### src/rtl/if_fetch_stage_if.sv
// rtl/if_fetch_stage_if.sv - instruction-memory req/ack bus between the fetch stage and imem
interface if_fetch_stage_if;
    logic        imem_req;
    logic [31:0] imem_addr;
    logic        imem_ack;
    logic [31:0] imem_rdata;

    modport master (
        output imem_req,
        output imem_addr,
        input  imem_ack,
        input  imem_rdata
    );

    modport slave (
        input  imem_req,
        input  imem_addr,
        output imem_ack,
        output imem_rdata
    );
endinterface

### src/rtl/if_fetch_stage.sv
// rtl/if_fetch_stage.sv - DLX instruction-fetch stage with skid buffer, jump delay slot and branch squash
// The in-flight fetch is either on-path (FETCH) or known stale (DROP); stale data is consumed and discarded.
module if_fetch_stage #(
    parameter logic [31:0] RESET_PC  = 32'h0000_0000,
    parameter logic [31:0] NOP_INSTR = 32'h0000_0000
) (
    input  logic                    IFclk,
    input  logic                    IFrst,
    input  logic                    IFhold,
    input  logic                    jflag,
    input  logic [31:0]             jumpPC,
    input  logic                    brtaken,
    input  logic [31:0]             brPC,
    if_fetch_stage_if.master        imem,
    output logic [31:0]             instr,
    output logic [31:0]             PCplus4,
    output logic [31:0]             PCplus8,
    output logic                    IFvalid
);

    typedef enum logic {
        FETCH = 1'b0,
        DROP  = 1'b1
    } state_t;

    state_t      state_q;
    logic [31:0] addr_q;
    logic [31:0] tgt_q;
    logic        skid_full_q;
    logic [31:0] skid_word_q;
    logic [31:0] skid_addr_q;
    logic        jpend_q;
    logic [31:0] instr_q;
    logic [31:0] pcp4_q;
    logic [31:0] pcp8_q;
    logic        valid_q;

    logic        req;
    logic        ack;
    logic        fetch_ack;
    logic        src_vld;
    logic [31:0] src_word;
    logic [31:0] src_addr;
    logic        redir;
    logic [31:0] redir_tgt;

    assign req       = IFrst & ~skid_full_q;
    assign ack       = req & imem.imem_ack;
    assign fetch_ack = ack & (state_q == FETCH);

    // A buffered word always goes out before anything newly acknowledged.
    assign src_vld   = skid_full_q | fetch_ack;
    assign src_word  = skid_full_q ? skid_word_q : imem.imem_rdata;
    assign src_addr  = skid_full_q ? skid_addr_q : addr_q;

    // A pending jump fires when its delay slot is delivered; otherwise a J/JAL redirects on delivery.
    assign redir     = src_vld & (jpend_q | jflag);
    assign redir_tgt = jpend_q ? tgt_q : jumpPC;

    always_ff @(posedge IFclk or negedge IFrst) begin
        if (!IFrst) begin
            state_q     <= FETCH;
            addr_q      <= RESET_PC;
            tgt_q       <= RESET_PC;
            skid_full_q <= 1'b0;
            skid_word_q <= NOP_INSTR;
            skid_addr_q <= RESET_PC;
            jpend_q     <= 1'b0;
            instr_q     <= NOP_INSTR;
            pcp4_q      <= 32'h0;
            pcp8_q      <= 32'h0;
            valid_q     <= 1'b0;
        end else if (brtaken) begin
            instr_q     <= NOP_INSTR;
            valid_q     <= 1'b0;
            skid_full_q <= 1'b0;
            jpend_q     <= 1'b0;
            if (ack || !req) begin
                addr_q  <= brPC;
                state_q <= FETCH;
            end else begin
                tgt_q   <= brPC;
                state_q <= DROP;
            end
        end else begin
            if (ack && state_q == DROP) begin
                addr_q  <= tgt_q;
                state_q <= FETCH;
            end
            if (IFhold) begin
                if (fetch_ack && !skid_full_q) begin
                    skid_full_q <= 1'b1;
                    skid_word_q <= imem.imem_rdata;
                    skid_addr_q <= addr_q;
                    addr_q      <= addr_q + 32'd4;
                end
            end else begin
                if (src_vld) begin
                    instr_q     <= src_word;
                    pcp4_q      <= src_addr + 32'd4;
                    pcp8_q      <= src_addr + 32'd8;
                    valid_q     <= 1'b1;
                    skid_full_q <= 1'b0;
                end else begin
                    instr_q     <= NOP_INSTR;
                    valid_q     <= 1'b0;
                end
                if (fetch_ack) begin
                    addr_q <= addr_q + 32'd4;
                end
                // Redirect overrides the sequential increment; a still-pending fetch becomes stale.
                if (redir) begin
                    jpend_q <= 1'b0;
                    if (ack || !req) begin
                        addr_q  <= redir_tgt;
                        state_q <= FETCH;
                    end else begin
                        tgt_q   <= redir_tgt;
                        state_q <= DROP;
                    end
                end else if (jflag && !src_vld) begin
                    jpend_q <= 1'b1;
                    tgt_q   <= jumpPC;
                end
            end
        end
    end

    assign imem.imem_req  = req;
    assign imem.imem_addr = addr_q;
    assign instr          = instr_q;
    assign PCplus4        = pcp4_q;
    assign PCplus8        = pcp8_q;
    assign IFvalid        = valid_q;

endmodule

### src/flat_wrapper.sv
// flat-port wrapper written by rule: the top's interface ports become plain ports
module if_fetch_stage_flat 
#(
    parameter logic [31:0] RESET_PC  = 32'h0000_0000,
    parameter logic [31:0] NOP_INSTR = 32'h0000_0000
)
  (IFclk, IFrst, IFhold, jflag, jumpPC, brtaken, brPC, instr, PCplus4, PCplus8, IFvalid, imem_imem_req, imem_imem_addr, imem_imem_ack, imem_imem_rdata);
  if_fetch_stage_if imem_i ();
  input  logic IFclk;
  input  logic IFrst;
  input  logic IFhold;
  input  logic jflag;
  input  logic [31:0] jumpPC;
  input  logic brtaken;
  input  logic [31:0] brPC;
  output logic [31:0] instr;
  output logic [31:0] PCplus4;
  output logic [31:0] PCplus8;
  output logic IFvalid;
  output wire logic [$bits(imem_i.imem_req)-1:0] imem_imem_req;
  output wire logic [$bits(imem_i.imem_addr)-1:0] imem_imem_addr;
  input wire logic [$bits(imem_i.imem_ack)-1:0] imem_imem_ack;
  input wire logic [$bits(imem_i.imem_rdata)-1:0] imem_imem_rdata;
  assign imem_imem_req = imem_i.imem_req;
  assign imem_imem_addr = imem_i.imem_addr;
  assign imem_i.imem_ack = imem_imem_ack;
  assign imem_i.imem_rdata = imem_imem_rdata;
  if_fetch_stage #(.RESET_PC(RESET_PC), .NOP_INSTR(NOP_INSTR)) u_core (.IFclk(IFclk), .IFrst(IFrst), .IFhold(IFhold), .jflag(jflag), .jumpPC(jumpPC), .brtaken(brtaken), .brPC(brPC), .imem(imem_i), .instr(instr), .PCplus4(PCplus4), .PCplus8(PCplus8), .IFvalid(IFvalid));
endmodule
### config.mk
export PLATFORM = sky130hd
export DESIGN_NAME = if_fetch_stage_flat
export DESIGN_NICKNAME = d
export VERILOG_FILES = /design/src/rtl/if_fetch_stage_if.sv /design/src/rtl/if_fetch_stage.sv /design/src/flat_wrapper.sv
export SDC_FILE = /design/constraint.sdc
export NUM_CORES = 1
export LEC_CHECK = 0
export CELL_PAD_IN_SITES_DETAIL_PLACEMENT = 0
export CELL_PAD_IN_SITES_GLOBAL_PLACEMENT = 1
export CORE_UTILIZATION = 35
export CTS_CLUSTER_DIAMETER = 80
export DETAILED_ROUTE_END_ITERATION = 12
export GPL_TIMING_DRIVEN = 1
export PLACE_DENSITY = 0.75
export SETUP_SLACK_MARGIN = 0.15
export SLEW_MARGIN = 40
export SYNTH_ARGS = -nofsm -noshare
export SYNTH_HDL_FRONTEND = slang
export SYNTH_SLANG_ARGS = --single-unit
### constraint.sdc
create_clock -name IFclk -period 5.9 [get_ports IFclk]
set_input_delay 1.18 -clock IFclk [delete_from_list [all_inputs] [get_ports IFclk]]
set_output_delay 1.18 -clock IFclk [all_outputs]
set_load 0.01 [all_outputs]
==> results.md <==
* CTS buffer count at 27
* Filler instances at between 3000 and 4000
* Worst Path Required at ~4.7 ns
* Synth Flop Type: dfrtp_1
* CTS hold repair buffers at 0
* Antenna violations before repair at 0
* Inserted Diodes at 0
* Final setup violation count at 0
* Synth area leader: dfrtp_1
* CP max stage delay at 0.65 ns
* YS warnings at 0
* Post-cts resize count at 0
* #FFs+latches synth at 226
* Final hold violation count at 0
* Sink Count at 226
* Setup bufs post-CTS at 0
* Pin count of the biggest net entering global routing at 88
* CTS HTree Levels at 1
* DIE WIDTH at 192 microns
* Minimum clock period at roughly 3.7 ns
* Mean number of vias per cell at 5.63
* Vias at 11300
* Max_cap viols at 0
* Area contributors post-synth: dfrtp_1, mux2i_1, mux2_2
* Syn Area/Cell at 9.29 sq um
* Most frequent cell after synthesis: dfrtp_1
* Syn nets at 1469
* # nets final at about 1600
* Arrival @ worst endpoint at 2.48 ns
* Slew Limit Fails at 0
* Clk pin slew, worst setup/hold paths at 0.06 ns
* VDD IR-drop max at ~190 uV
* Final period util at 62.1%
* RSZ-0062 raised after global routing: false
* Post-Route Utilization at 45.5%
* Worst-path maximum fanout at 67
* Final Wtd Congestion at roughly 0.9
* Post-synthesis sequential area ratio at between 40% and 50%
* Top Ports at 232
* CTS tree: done
* Wire length of the first global-routing pass at 63400 microns
* Ys async rst share at 100%
* Critical Path Source Type: flip-flop
* Drt pass-1 iters at 5
* Grt ovf at 0
* Number of global-route vias before repair at 10900
* CP Capture Type: output pin
* CTS root buf: clkbuf_16
* Clock Path Buffers at 3
* Layout cells sized above 1 at 10.4%
* DRC viols at 0
* Kind of critical path: reg2out
* Total Routed Length at 40800 microns
* DRT iter0 DRCs at between 800 and 900
* Hold crit path type: reg2reg
* Leakage power at 6.46 nW
* Synth Instances at 1364
* Core box area at ~36000 sq um
* Die ar. at between 30000 and 40000 sq um
* Clock skew at 0.0181 ns
* Synth top area share at 44.6%
* List of most frequent post-synthesis cells: dfrtp_1, nand2_1, o21ai_0
* PortBufs at 231
* Initial Util at 35.6%
* Clock latency on the worst-skew pair at 0.53 ns
* Area grow syn2layout at 27.8%
* Post-synth cell types at 65
* Wirelength per Cell at 20.3 microns
* GRT Total Usage at 21.8%
* Fin area at 16200 sq um
* Antenna Nets Post-Route at 0
* DP HPWL at 28900 microns
* Die Y at 192 microns
* Outcome: finished clean
* Worst-path cell chain: buf_4 > nor2b_1 > clkdlybuf4s50_1
* Critical Path Slowest Stage Cell: buf_4
* Worst relative slew slack at between 40% and 50%
* Slew at the pin closest to its max-slew limit at 0.864 ns
* Setup tns final at 0 ns
* Post-DP Area at 15300 sq um
* Row cnt at ~70
* Power per cell area at about 320 nW/um^2
* Number of flops mapped to enable cells by yosys at 0
* Mapped Area at 12700 sq um
* FMAX at between 200 and 300 MHz
metal layers:
layer	track usage (%)	vias up	share of wire, %
met5	0	-	0
met4	5.54	0	1.8
met3	3.27	48	7.3
met2	33.3	454	45
met1	32.1	5527	46
li1	-	5319	-
placed cells by master, fill, tap and decap left out, types with 49 or more instances in the layout:
cell | synthesis | layout
clkdlybuf4s50_1 | 0 | 229
dfrtp_1 | 226 | 225
nand3_1 | 62 | 62
nand2_1 | 194 | 192
o22ai_1 | 75 | 75
nor2_1 | 51 | 49
o21ai_0 | 128 | 128
mux2i_1 | 89 | 88
mux2_2 | 69 | 69
a21oi_1 | 68 | 68
final timing paths:
check | start | endpoint | slack, ns | cells past startpoint
max | u_core.skid_full_q | imem_imem_req | 2.24 | 3
min | u_core.PCplus8[13] | u_core.PCplus8[13] | 0.48 | 2
max reg2reg | u_core.skid_full_q | u_core.PCplus8[31] | 2.41 | 7
min reg2reg | u_core.PCplus8[13] | u_core.PCplus8[13] | 0.48 | 2
max in group asynchronous | IFrst | u_core.PCplus8[17] | 3.86 | 3
min in group asynchronous | IFrst | u_core.PCplus8[29] | 0.57 | 1
flip-flops by register name, indices dropped and copies added, names as in the netlist:
| name | count |
|---|---|
| u_core.skid_full_q | 1 |
| u_core.instr | 32 |
| u_core.skid_word_q | 32 |
| u_core.imem.imem_addr | 32 |
| u_core.tgt_q | 32 |
| u_core.jpend_q | 1 |
| u_core.state_q | 1 |
| u_core.PCplus8 | 32 |
| u_core.PCplus4 | 30 |
| u_core.IFvalid | 1 |
| u_core.skid_addr_q | 32 |
logic make-up (layout without fill, tap and decap cells):
family                     after synthesis  count (layout)  share of synthesized area, %
adders and majority gates                3               3                         0.296
AOI/OAI and AO/OA                      374             374                          18.0
and+or+nand+nor                        420             420                          15.8
DFF                                    226             226                          44.6
muxes                                  158             158                          13.2
buffers and inverters                  128             318                          4.23
xor gates and xnor gates                55              55                          3.80
cell type report:
cell class | instances | area [sq um] | share of cell area [%]
clock buffers | 36 | 749 | 4.63
clock inverters | 12 | 98.8 | 0.610
inverters | 14 | 52.6 | 0.324
multi-input cells | 1010 | 6520 | 40.3
flip-flops and latches | 226 | 5660 | 34.9
well taps | 461 | 577 | 3.56
repair buffers | 256 | 2540 | 15.7
through the flow:
stage               hold WS [ns]  setup WS [ns]  std cells  power, mW
floorplan                  0.472           3.09       1364       2.90
global placement           0.455           2.06       1965       3.57
detailed placement         0.468           2.01       1966       3.62
CTS                        0.482           2.23       2014       5.24
global route               0.500           2.11       2015       5.49
finish                     0.478           2.24       2015       5.20
power by group:
| part | switching [mW] | internal, mW |
|---|---|---|
| Combinational | 0.641 | 0.705 |
| Clock | 0.671 | 0.934 |
| Sequential | 0.346 | 1.90 |
critical path, delay by kind of cell, from the launching register on:
kind          cells  cell delay [ns]
simple gates      1             0.18
buf+inv           2             1.18
flops             1             0.54
Power figures use the tool's default switching activity.
